$ cat config.mk
export PLATFORM = sky130hd
export DESIGN_NAME = snake_vga_render
export DESIGN_NICKNAME = d
export VERILOG_FILES = /design/src/rtl/snake_pkg.sv /design/src/rtl/vga_timing.sv /design/src/rtl/snake_vga_render.sv
export SDC_FILE = /design/constraint.sdc
export NUM_CORES = 1
export LEC_CHECK = 0
export ABC_AREA = 1
export BUFFER_PORTS_ARGS = -buffer_cell sky130_fd_sc_hd__buf_2
export CORE_MARGIN = 4
export CORE_UTILIZATION = 40
export CTS_BUF_LIST = sky130_fd_sc_hd__clkbuf_16
export DETAILED_ROUTE_END_ITERATION = 7
export GPL_ROUTABILITY_DRIVEN = 0
export MAX_ROUTING_LAYER = met4
export SYNTH_ARGS = -nofsm -noshare
export SYNTH_HDL_FRONTEND = slang
export SYNTH_SLANG_ARGS = --single-unit
$ cat constraint.sdc
create_clock -name clk -period 5.45 [get_ports clk]
set_input_delay 0 -clock clk [delete_from_list [all_inputs] [get_ports clk]]
set_output_delay 0 -clock clk [all_outputs]
set_load 0.05 [all_outputs]
$ cat src/rtl/snake_pkg.sv
// Shared constants and helpers for the snake VGA renderer.
// Holds the 640x480@60 timing constants, the default palette, the
// encodings of the mode input and pixel class, and small compare helpers.
// No ports; imported with import snake_pkg::*.
package snake_pkg;

  // Horizontal timing in pixels: active, front porch, sync, back porch.
  localparam int H_ACTIVE = 640;
  localparam int H_FP     = 16;
  localparam int H_SYNC   = 96;
  localparam int H_BP     = 48;
  localparam int H_TOTAL  = H_ACTIVE + H_FP + H_SYNC + H_BP;  // 800

  // Vertical timing in lines.
  localparam int V_ACTIVE = 480;
  localparam int V_FP     = 10;
  localparam int V_SYNC   = 2;
  localparam int V_BP     = 33;
  localparam int V_TOTAL  = V_ACTIVE + V_FP + V_SYNC + V_BP;  // 525

  // Default palette, {R4,G4,B4}.
  localparam logic [11:0] COL_HEAD  = 12'h0F0;
  localparam logic [11:0] COL_BODY  = 12'h0A0;
  localparam logic [11:0] COL_OVER  = 12'h400;
  localparam logic [11:0] COL_BLACK = 12'h000;

  // 2'b11 is an alias of run.
  typedef enum logic [1:0] {
    MODE_RUN     = 2'b00,
    MODE_PAUSE   = 2'b01,
    MODE_OVER    = 2'b10,
    MODE_RUN_ALT = 2'b11
  } mode_e;

  typedef enum logic [1:0] {
    PIX_BG   = 2'd0,
    PIX_BODY = 2'd1,
    PIX_HEAD = 2'd2
  } pix_class_e;

  // Inclusive unsigned range test; lo > hi never matches.
  function automatic logic in_span(input logic [9:0] lo, input logic [9:0] hi,
                                   input logic [9:0] x);
    return (x >= lo) && (x <= hi);
  endfunction

  function automatic logic [9:0] min10(input logic [9:0] a, input logic [9:0] b);
    return (a < b) ? a : b;
  endfunction

  function automatic logic [9:0] max10(input logic [9:0] a, input logic [9:0] b);
    return (a > b) ? a : b;
  endfunction

  // Halve each 4-bit channel independently (paused dimming).
  function automatic logic [11:0] dim_colour(input logic [11:0] c);
    return {1'b0, c[11:9], 1'b0, c[7:5], 1'b0, c[3:1]};
  endfunction

endpackage

$ cat src/rtl/vga_timing.sv
// VGA raster timing generator.
// A free-running divider produces pix_tick every CLK_PER_PIX clocks; the
// horizontal/vertical counters only move on pix_tick. Sync and visible
// decodes are combinational from the counters so the parent can register
// them alongside its colour. The geometry parameters default to the
// standard 640x480 numbers and exist so the raster can be shrunk.
// Ports:
//   clk, rst_n    system clock, asynchronous active-low reset
//   pix_tick      one-clk strobe, the pixel-advance enable
//   h_cnt, v_cnt  current pixel column/row
//   visible       h_cnt/v_cnt inside the active area
//   hsync_act     h_cnt inside the horizontal sync pulse (active high)
//   vsync_act     v_cnt inside the vertical sync pulse (active high)
//   frame_wrap    combinational: this pix_tick moves the raster to (0,0)
//   frame_start   registered one-clk pulse following frame_wrap
module vga_timing
  import snake_pkg::*;
#(
  parameter int CLK_PER_PIX = 4,
  parameter int HA = H_ACTIVE,
  parameter int HF = H_FP,
  parameter int HS = H_SYNC,
  parameter int HB = H_BP,
  parameter int VA = V_ACTIVE,
  parameter int VF = V_FP,
  parameter int VS = V_SYNC,
  parameter int VB = V_BP
) (
  input  logic       clk,
  input  logic       rst_n,
  output logic       pix_tick,
  output logic [9:0] h_cnt,
  output logic [9:0] v_cnt,
  output logic       visible,
  output logic       hsync_act,
  output logic       vsync_act,
  output logic       frame_wrap,
  output logic       frame_start
);

  localparam int DIV_W = (CLK_PER_PIX > 1) ? $clog2(CLK_PER_PIX) : 1;
  localparam logic [DIV_W-1:0] DIV_LAST = DIV_W'(CLK_PER_PIX - 1);

  localparam logic [9:0] H_LAST   = 10'(HA + HF + HS + HB - 1);
  localparam logic [9:0] V_LAST   = 10'(VA + VF + VS + VB - 1);
  localparam logic [9:0] H_VIS    = 10'(HA);
  localparam logic [9:0] V_VIS    = 10'(VA);
  localparam logic [9:0] HS_FIRST = 10'(HA + HF);
  localparam logic [9:0] HS_LAST  = 10'(HA + HF + HS - 1);
  localparam logic [9:0] VS_FIRST = 10'(VA + VF);
  localparam logic [9:0] VS_LAST  = 10'(VA + VF + VS - 1);

  logic [DIV_W-1:0] div;

  // With CLK_PER_PIX == 1 the divider sits at 0 and pix_tick is always high.
  assign pix_tick = (div == DIV_LAST);

  always_ff @(posedge clk or negedge rst_n) begin
    if (!rst_n) begin
      div <= '0;
    end else if (pix_tick) begin
      div <= '0;
    end else begin
      div <= div + 1'b1;
    end
  end

  always_ff @(posedge clk or negedge rst_n) begin
    if (!rst_n) begin
      h_cnt <= '0;
      v_cnt <= '0;
    end else if (pix_tick) begin
      if (h_cnt == H_LAST) begin
        h_cnt <= '0;
        if (v_cnt == V_LAST) begin
          v_cnt <= '0;
        end else begin
          v_cnt <= v_cnt + 10'd1;
        end
      end else begin
        h_cnt <= h_cnt + 10'd1;
      end
    end
  end

  assign frame_wrap = pix_tick && (h_cnt == H_LAST) && (v_cnt == V_LAST);
  assign visible    = (h_cnt < H_VIS) && (v_cnt < V_VIS);
  assign hsync_act  = in_span(HS_FIRST, HS_LAST, h_cnt);
  assign vsync_act  = in_span(VS_FIRST, VS_LAST, v_cnt);

  // Reset leaves the raster at (0,0) without a pulse; the first pulse
  // comes at the end of frame 0.
  always_ff @(posedge clk or negedge rst_n) begin
    if (!rst_n) begin
      frame_start <= 1'b0;
    end else begin
      frame_start <= frame_wrap;
    end
  end

endmodule

$ cat src/rtl/snake_vga_render.sv
// Snake game VGA renderer.
// Draws a head box and a body made of the tail box plus the bounding
// rectangle of head and tail. Box coordinates are captured into shadow
// registers at the frame wrap so a frame is always drawn from one
// consistent snapshot. hsync, vsync and rgb are registered together on
// pix_tick, one pixel tick behind the raster counters.
// Ports:
//   clk, rst_n                         system clock, async active-low reset
//   frontHigh/Low/Left/Right [9:0]     head box, rows top/bottom, cols l/r
//   endHigh/Low/Left/Right   [9:0]     tail box, same encoding
//   mode [1:0]                         00 run, 01 paused, 10 game over
//   hsync, vsync                       active-low syncs
//   rgb [11:0]                         {R4,G4,B4}, zero outside active area
//   frame_start                        one-clk pulse at each frame start
module snake_vga_render
  import snake_pkg::*;
#(
  parameter int          CLK_PER_PIX = 4,
  parameter logic [11:0] C_HEAD      = COL_HEAD,
  parameter logic [11:0] C_BODY      = COL_BODY,
  parameter logic [11:0] C_OVER      = COL_OVER,
  // Raster geometry, normally left at the 640x480 defaults.
  parameter int          HA          = H_ACTIVE,
  parameter int          HF          = H_FP,
  parameter int          HS          = H_SYNC,
  parameter int          HB          = H_BP,
  parameter int          VA          = V_ACTIVE,
  parameter int          VF          = V_FP,
  parameter int          VS          = V_SYNC,
  parameter int          VB          = V_BP
) (
  input  logic        clk,
  input  logic        rst_n,
  input  logic [9:0]  frontHigh,
  input  logic [9:0]  frontLow,
  input  logic [9:0]  frontLeft,
  input  logic [9:0]  frontRight,
  input  logic [9:0]  endHigh,
  input  logic [9:0]  endLow,
  input  logic [9:0]  endLeft,
  input  logic [9:0]  endRight,
  input  logic [1:0]  mode,
  output logic        hsync,
  output logic        vsync,
  output logic [11:0] rgb,
  output logic        frame_start
);

  logic       pix_tick;
  logic [9:0] h_cnt;
  logic [9:0] v_cnt;
  logic       visible;
  logic       hsync_act;
  logic       vsync_act;
  logic       frame_wrap;

  vga_timing #(
    .CLK_PER_PIX (CLK_PER_PIX),
    .HA          (HA),
    .HF          (HF),
    .HS          (HS),
    .HB          (HB),
    .VA          (VA),
    .VF          (VF),
    .VS          (VS),
    .VB          (VB)
  ) u_timing (
    .clk         (clk),
    .rst_n       (rst_n),
    .pix_tick    (pix_tick),
    .h_cnt       (h_cnt),
    .v_cnt       (v_cnt),
    .visible     (visible),
    .hsync_act   (hsync_act),
    .vsync_act   (vsync_act),
    .frame_wrap  (frame_wrap),
    .frame_start (frame_start)
  );

  // Shadow copies of the box inputs, refreshed only at the frame wrap.
  logic [9:0] sh_front_high, sh_front_low, sh_front_left, sh_front_right;
  logic [9:0] sh_end_high,   sh_end_low,   sh_end_left,   sh_end_right;

  // Reset value is High > Low for both boxes, so nothing draws until the
  // first real snapshot is taken at the end of frame 0.
  always_ff @(posedge clk or negedge rst_n) begin
    if (!rst_n) begin
      sh_front_high  <= 10'h3FF;
      sh_front_low   <= 10'h000;
      sh_front_left  <= 10'h000;
      sh_front_right <= 10'h000;
      sh_end_high    <= 10'h3FF;
      sh_end_low     <= 10'h000;
      sh_end_left    <= 10'h000;
      sh_end_right   <= 10'h000;
    end else if (frame_wrap) begin
      sh_front_high  <= frontHigh;
      sh_front_low   <= frontLow;
      sh_front_left  <= frontLeft;
      sh_front_right <= frontRight;
      sh_end_high    <= endHigh;
      sh_end_low     <= endLow;
      sh_end_left    <= endLeft;
      sh_end_right   <= endRight;
    end
  end

  // Pixel classification.
  logic       head_ok, tail_ok;
  logic       in_head, in_tail, in_bbox;
  logic [9:0] bb_top, bb_bot, bb_left, bb_right;
  pix_class_e pix_class;

  always_comb begin
    head_ok  = (sh_front_high <= sh_front_low) && (sh_front_left <= sh_front_right);
    tail_ok  = (sh_end_high <= sh_end_low) && (sh_end_left <= sh_end_right);
    bb_top   = min10(sh_front_high, sh_end_high);
    bb_bot   = max10(sh_front_low, sh_end_low);
    bb_left  = min10(sh_front_left, sh_end_left);
    bb_right = max10(sh_front_right, sh_end_right);
    in_head  = in_span(sh_front_high, sh_front_low, v_cnt) &&
               in_span(sh_front_left, sh_front_right, h_cnt);
    in_tail  = in_span(sh_end_high, sh_end_low, v_cnt) &&
               in_span(sh_end_left, sh_end_right, h_cnt);
    // The joining rectangle only exists when both ends are real boxes;
    // the tail box itself still draws on its own.
    in_bbox  = head_ok && tail_ok &&
               in_span(bb_top, bb_bot, v_cnt) && in_span(bb_left, bb_right, h_cnt);
    pix_class = PIX_BG;
    if (in_tail || in_bbox) pix_class = PIX_BODY;
    if (in_head)            pix_class = PIX_HEAD;
  end

  // Colour selection; mode is sampled live every pixel.
  mode_e       mode_q;
  logic [11:0] colour;
  logic [11:0] rgb_next;

  assign mode_q = mode_e'(mode);

  always_comb begin
    colour = COL_BLACK;
    case (pix_class)
      PIX_HEAD: colour = C_HEAD;
      PIX_BODY: colour = C_BODY;
      default:  colour = (mode_q == MODE_OVER) ? C_OVER : COL_BLACK;
    endcase
    if (mode_q == MODE_PAUSE) colour = dim_colour(colour);
    rgb_next = visible ? colour : COL_BLACK;
  end

  // Syncs and colour share one register stage so they stay aligned.
  always_ff @(posedge clk or negedge rst_n) begin
    if (!rst_n) begin
      hsync <= 1'b1;
      vsync <= 1'b1;
      rgb   <= '0;
    end else if (pix_tick) begin
      hsync <= ~hsync_act;
      vsync <= ~vsync_act;
      rgb   <= rgb_next;
    end
  end

endmodule

Word-level counts from Yosys, hierarchy flattened. Cells that the tools add are included.

Register bits: 117. Output and inout bits: 15. Bits of input ports: 84.

Bitwise operators: 2. Equal/unequal tests: 7. Add/sub/neg operators: 3. Reduce and logical (&&, ||, !) cells: 20. Multiplexer cells: 13. Order comparisons: 26.

Operators with widths (count): $le A10 B10 Y1 (10); $ge A10 B10 Y1 (6); $mux W10 (6); $mux W12 (2); $pmux W11 S2 (1); $add A10 B1 Y10 const B (2); $eq A10 B10 Y1 const B (2); $gt A10 B10 Y1 (2); $lt A10 B10 Y1 (2); $logic_and A1 B1 Y1 (18); $mux W11 (1); $ge A10 B10 Y1 const B (1); $ge A10 B9 Y1 const B (1); $le A10 B10 Y1 const B (1); $le A10 B9 Y1 const B (1); $lt A10 B10 Y1 const B (1); $lt A10 B9 Y1 const B (1); $eq A2 B2 Y1 const B (3); $eq A2 B1 Y1 const B (2); $mux W2 (2); $add A2 B1 Y2 const B (1); $not A1 Y1 (2); $reduce_and A2 Y1 (1); $logic_or A1 B1 Y1 (1); $mux W1 (1).

Depth between registers and ports, before layout.
Depth after elaboration: 13. Gate-level depth with buffers: 27. Mapped depth without buffers: 27.

Cells and area by module. Synthesis repeated with hierarchy kept, for this count alone.

Cell total of the unflattened synthesis: 1291. Area total of the unflattened synthesis: 9848.2 um^2.

By module, submodules not included: snake_vga_render (instances 1, area an instance 8475.6 um^2, seq. area each 2204.6 um^2, cells an instance 1114); vga_timing (instances 1, area an instance 1372.6 um^2, seq. area each 575.6 um^2, cells an instance 177).

Worst setup path after synthesis. OpenSTA, ideal clock, no wires.

Path kind: reg2reg. From: register sh_end_high[5]. To: register rgb[6]. Setup time: 0.117 ns. Cell stages (with the launch flop): 21. Path buffers: 1. Data required time: 5.333 ns. Path slack: 2.702 ns. Arrival: 2.631 ns. Path through: dfstp_2 -> inv_1 -> ha_1 -> inv_1 -> nor3_1 -> o211ai_1 -> o2111ai_1 -> clkbuf_1 -> nand2_1 -> o21ai_0 -> ha_1 -> nand2_1 -> inv_1 -> a21oi_1 -> nand4_1 -> nand2_1 -> nor2_1 -> nand2_1 -> nand2_1 -> nand3_1 -> nand2_1.

Cells in the longest elaborated chain, start to end: 13. Elaborated cells on any way between the ends: 20.

Ends and longest elaborated chain: start, declared (RTL line snake_vga_render.sv:82) `logic [9:0] sh_end_high, sh_end_low, sh_end_left, sh_end_right;`; start signal, assigned (RTL line snake_vga_render.sv:101) `sh_end_high <= endHigh;`; $lt A10 B10 Y1 (RTL line snake_pkg.sv:48) `return (a < b) ? a : b;`; $mux W10 (RTL line snake_pkg.sv:48); $ge A10 B10 Y1 (RTL line snake_pkg.sv:44) `return (x >= lo) && (x <= hi);`; $logic_and A1 B1 Y1 (RTL line snake_pkg.sv:44); $logic_and A1 B1 Y1 (RTL line snake_vga_render.sv:127) `in_bbox = head_ok && tail_ok &&`; $logic_and A1 B1 Y1 (RTL line snake_vga_render.sv:128) `in_span(bb_top, bb_bot, v_cnt) && in_span(bb_left, bb_right, h_cnt);`; $logic_or A1 B1 Y1 (*) (RTL line snake_vga_render.sv:130) `if (in_tail || in_bbox) pix_class = PIX_BODY;`; $mux W1 (*) (RTL line snake_vga_render.sv:130); $mux W2 (*) (RTL line snake_vga_render.sv:131) `if (in_head) pix_class = PIX_HEAD;`; $eq A2 B1 Y1 or $eq A2 B2 Y1 (tied branches) (RTL line snake_vga_render.sv:143) `case (pix_class)`; $pmux W11 S2 (*) (RTL line snake_vga_render.sv:143); $mux W12 (*) (RTL line snake_vga_render.sv:148) `if (mode_q == MODE_PAUSE) colour = dim_colour(colour);`; $mux W12 (*) (RTL line snake_vga_render.sv:149) `rgb_next = visible ? colour : COL_BLACK;`; end signal, assigned (RTL line snake_vga_render.sv:161) `rgb <= rgb_next;`; end, declared (RTL line snake_vga_render.sv:45) `output logic [11:0] rgb,`.

Mark *: on every way between the ends. The rest lies on a longest branch, timed or not. A chain may end at the register's enable or synchronous reset.

Worst setup path after layout.
From: register sh_end_high[9]. To: register rgb[6].

The elaborated chain is that of the path after synthesis.

==> results.tsv <==
metric	value	unit
via_per_inst	4.99	
nets	1795	
grt_usage	20.4	%
firstDrtPassIters	5	
routedWlPerCell	15.4	um
powerDensity	168	mW/mm2
synth_top_family_by_area	adder cells	
timing.slew.headroom	21.6	%
diodes	0	
core	0.0252	mm2
syn-cell-area	0.0103	mm2
clk-insertion-delay-late	0.37	ns
synth_most_common_cell	nand2_1	
post_cts_buffers	0	
antenna_found_initial	0	
cpPeakStageDelay	0.91	ns
yosysTopAreaCell	ha_1	
cts-root-buf	clkbuf_16	
htreeDepth	3	
synth_enable_flop_cells	0	
yosys_warnings	0	
setup_violations	0	
power	2.03	mW
critical_path.cell_chain	inv_1 > ha_1 > nand2_1 > o2111ai_1 > o21ai_0 > ha_1 > nand2_1 > inv_1 > a21oi_1 > nand4_1 > nand2_1 > nor2_1 > nand2_1 > nand2_1 > nand3_1 > nand2_1	
area_delta_synth_final	17.5	%
cts_buffer_depth	2	
clock_skew	0.0139	ns
cpMostUsedCell	nand2_1	
place_hpwl	21100	um
dpl.cell_count	1743	
final_cells	1843	
cts_made_buffers	9	
synth-compound-area-share	14.6	%
max_freq	285	MHz
die_h	168	um
cts.clk_slew.worst_paths	0.09	ns
crit_path_end_kind	flip-flop	
ant_nets	0	
worst-r2r-cell-count	16	
vias	9194	
synth-xor-area-share	0.256	%
utilization	47.9	%
vdd_drop_max	0.115	mV
crit_buf_inv	2	
nFillCells	2485	
cts.sinks	110	
status	complete, no violations	
drive_gt1_share	14.1	%
ys_seq_elements	110	
drcViolationCount	0	
fin_crit	3.51	ns
io_pins	99	
cp.depth	16	
startpoint_type	flip-flop	
avgSynthCellArea	7.61	um2
yosys.area.top_type_share	24.8	%
netlist-cell-type-count	39	
synthMuxAreaShare	0	%
rows	58	
synth_common_cells	nand2_1, ha_1, inv_1	
slew_violations	0	
crit_arrival	3.78	ns
setup_tns	0	ns
maxCapViolations	0	
hold_class	primary input to async pin	
seq_area_frac_synth	27.1	%
critPathTopFamily	compound AO/OA/AOI/OAI gates	
worstSetupPathType	flip-flop to flip-flop	
grt_pass1_wl	45200	um
cts_tree	built	
start_util	40.7	%
path_max_fanout	20	
routed_wl	28300	um
grt-ovfl-total	0	
worst_pin_slew	1.18	ns
grt_max_degree	124	
leakage	6.54	nW
synthSimpleGateAreaFrac	23.4	%
rsz0062_at_grt	no	
yosys.area_share.adder	24.8	%
synth_area_leaders	ha_1, dfrtp_1, nand2_1	
async_flop_share	100	%
syn_inst	1347	
fp.dieW	168	um
portBuffers	92	
die_area	0.0283	mm2
grt_pass1_vias	8788	
critPathRequiredTime	5.72	ns
cpMaxStageDelayCell	o2111ai_1	
drtIter0Drc	571	
cts_resized	0	
min_period_over_period	64.3	%
synth-main-ff-cell	dfrtp_1	
hold_viol	0	
==> through the flow <==
| step | hold slack (ns) | worst slack [ns] | instance area (um2) |
|---|---|---|---|
| 3_5_place_dp | 0.179 | 1.93 | 10900 |
| 4_1_cts | 0.332 | 1.90 | 12100 |
| 2_1_floorplan | -0.296 | 2.70 | 10300 |
| 3_3_place_gp | 0.178 | 1.96 | 10900 |
| 5_1_grt | 0.373 | 1.54 | 12100 |
| 6_report | 0.299 | 1.94 | 12100 |
==> power by group <==
part / total [mW] / switching, mW / internal (mW)
clock network: 0.688 / 0.365 / 0.323
registers: 0.882 / 0.0293 / 0.853
logic: 0.457 / 0.264 / 0.193
==> what timing repair did <==
| item | in CTS | in global routing |
|---|---|---|
| hold buffers | 84 | 0 |
| endpoints found under the hold margin | 129 | 0 |
| endpoints found under the setup margin | 0 | 0 |
==> cell type report <==
| type | instances | area (um2) | share of cell area, % |
|---|---|---|---|
| multi-input cells | 1016 | 6500 | 54.0 |
| flip-flops and latches | 110 | 2780 | 23.1 |
| repair buffers | 180 | 1350 | 11.2 |
| inverters | 191 | 717 | 5.95 |
| well taps | 330 | 413 | 3.43 |
| clock inverters | 7 | 67.6 | 0.561 |
| clock buffers | 9 | 225 | 1.87 |
==> routing by layer <==
metal	wire length, um	vias up	track usage (%)
li1	-	4744	-
met1	14300	4257	28.6
met2	12700	166	32.5
met3	930	27	1.74
met4	376	0	4.59
met5	0	-	-
==> kinds of logic (layout without fill, tap and decap cells) <==
family | after synthesis | after routing
and+or+nand+nor | 579 | 579
buffers and inverters | 226 | 387
AOI/OAI and AO/OA | 225 | 225
adders and majority gates | 203 | 203
DFF | 110 | 110
xor gates and xnor gates | 3 | 3
other | 1 | 6
==> worst paths after layout <==
| path | start | slack [ns] | to |
|---|---|---|---|
| setup reg to reg | sh_end_high[9]$_DFFE_PN1P_ | 1.94 | rgb[6]$_DFFE_PN0P_ |
| hold / removal | rst_n | 0.30 | sh_front_low[4]$_DFFE_PN0P_ |
| setup / recovery | sh_end_high[9]$_DFFE_PN1P_ | 1.94 | rgb[6]$_DFFE_PN0P_ |
| max in group asynchronous | rst_n | 3.95 | sh_end_left[9]$_DFFE_PN0P_ |
| hold reg to reg | u_timing.div[0]$_DFF_PN0_ | 0.44 | u_timing.div[0]$_DFF_PN0_ |
| min in group clk | frontHigh[4] | 0.39 | sh_front_high[4]$_DFFE_PN1P_ |
==> worst register-to-register path, delay by kind of cell, from the launching register on <==
| kind | cells | cell delay (ns) |
|---|---|---|
| DFF | 1 | 0.54 |
| and+or+nand+nor | 9 | 0.86 |
| AOI/OAI and AO/OA | 3 | 1.24 |
| adders and majority gates | 2 | 0.64 |
| buffers and inverters | 2 | 0.15 |
==> flip-flops by register name (all words and copies together) (netlist names) <==
name,flops
rgb,5
sh_front_right,10
sh_front_left,10
u_timing.h_cnt,10
sh_end_low,10
sh_front_low,10
sh_end_high,10
vsync,1
sh_end_left,10
hsync,1
u_timing.v_cnt,10
u_timing.frame_start,1
sh_front_high,10
sh_end_right,10
u_timing.div,2
==> cells in the final DEF (no fill, tap or decap), types with 4 or more instances in the layout <==
master         netlist  layout
a21oi_1             66      66
clkbuf_16            0       9
buf_4                7       4
conb_1               1       6
o21ai_0             46      46
nor2_1             171     171
nand4_1             27      27
a21oi_2             70      70
a21o_1              11      11
o211ai_1             4       4
buf_2                1      91
dfstp_2             22      22
o21a_1               4       4
inv_1              188     188
dfrtp_1             88      88
dlygate4sd3_1        0      84
nor4_1               5       5
nand3_1             50      50
nor3_1              10      10
ha_1               203     203
nand2_1            307     307
o21bai_1            12      12
No activity file was read; power rests on OpenSTA's default activity.
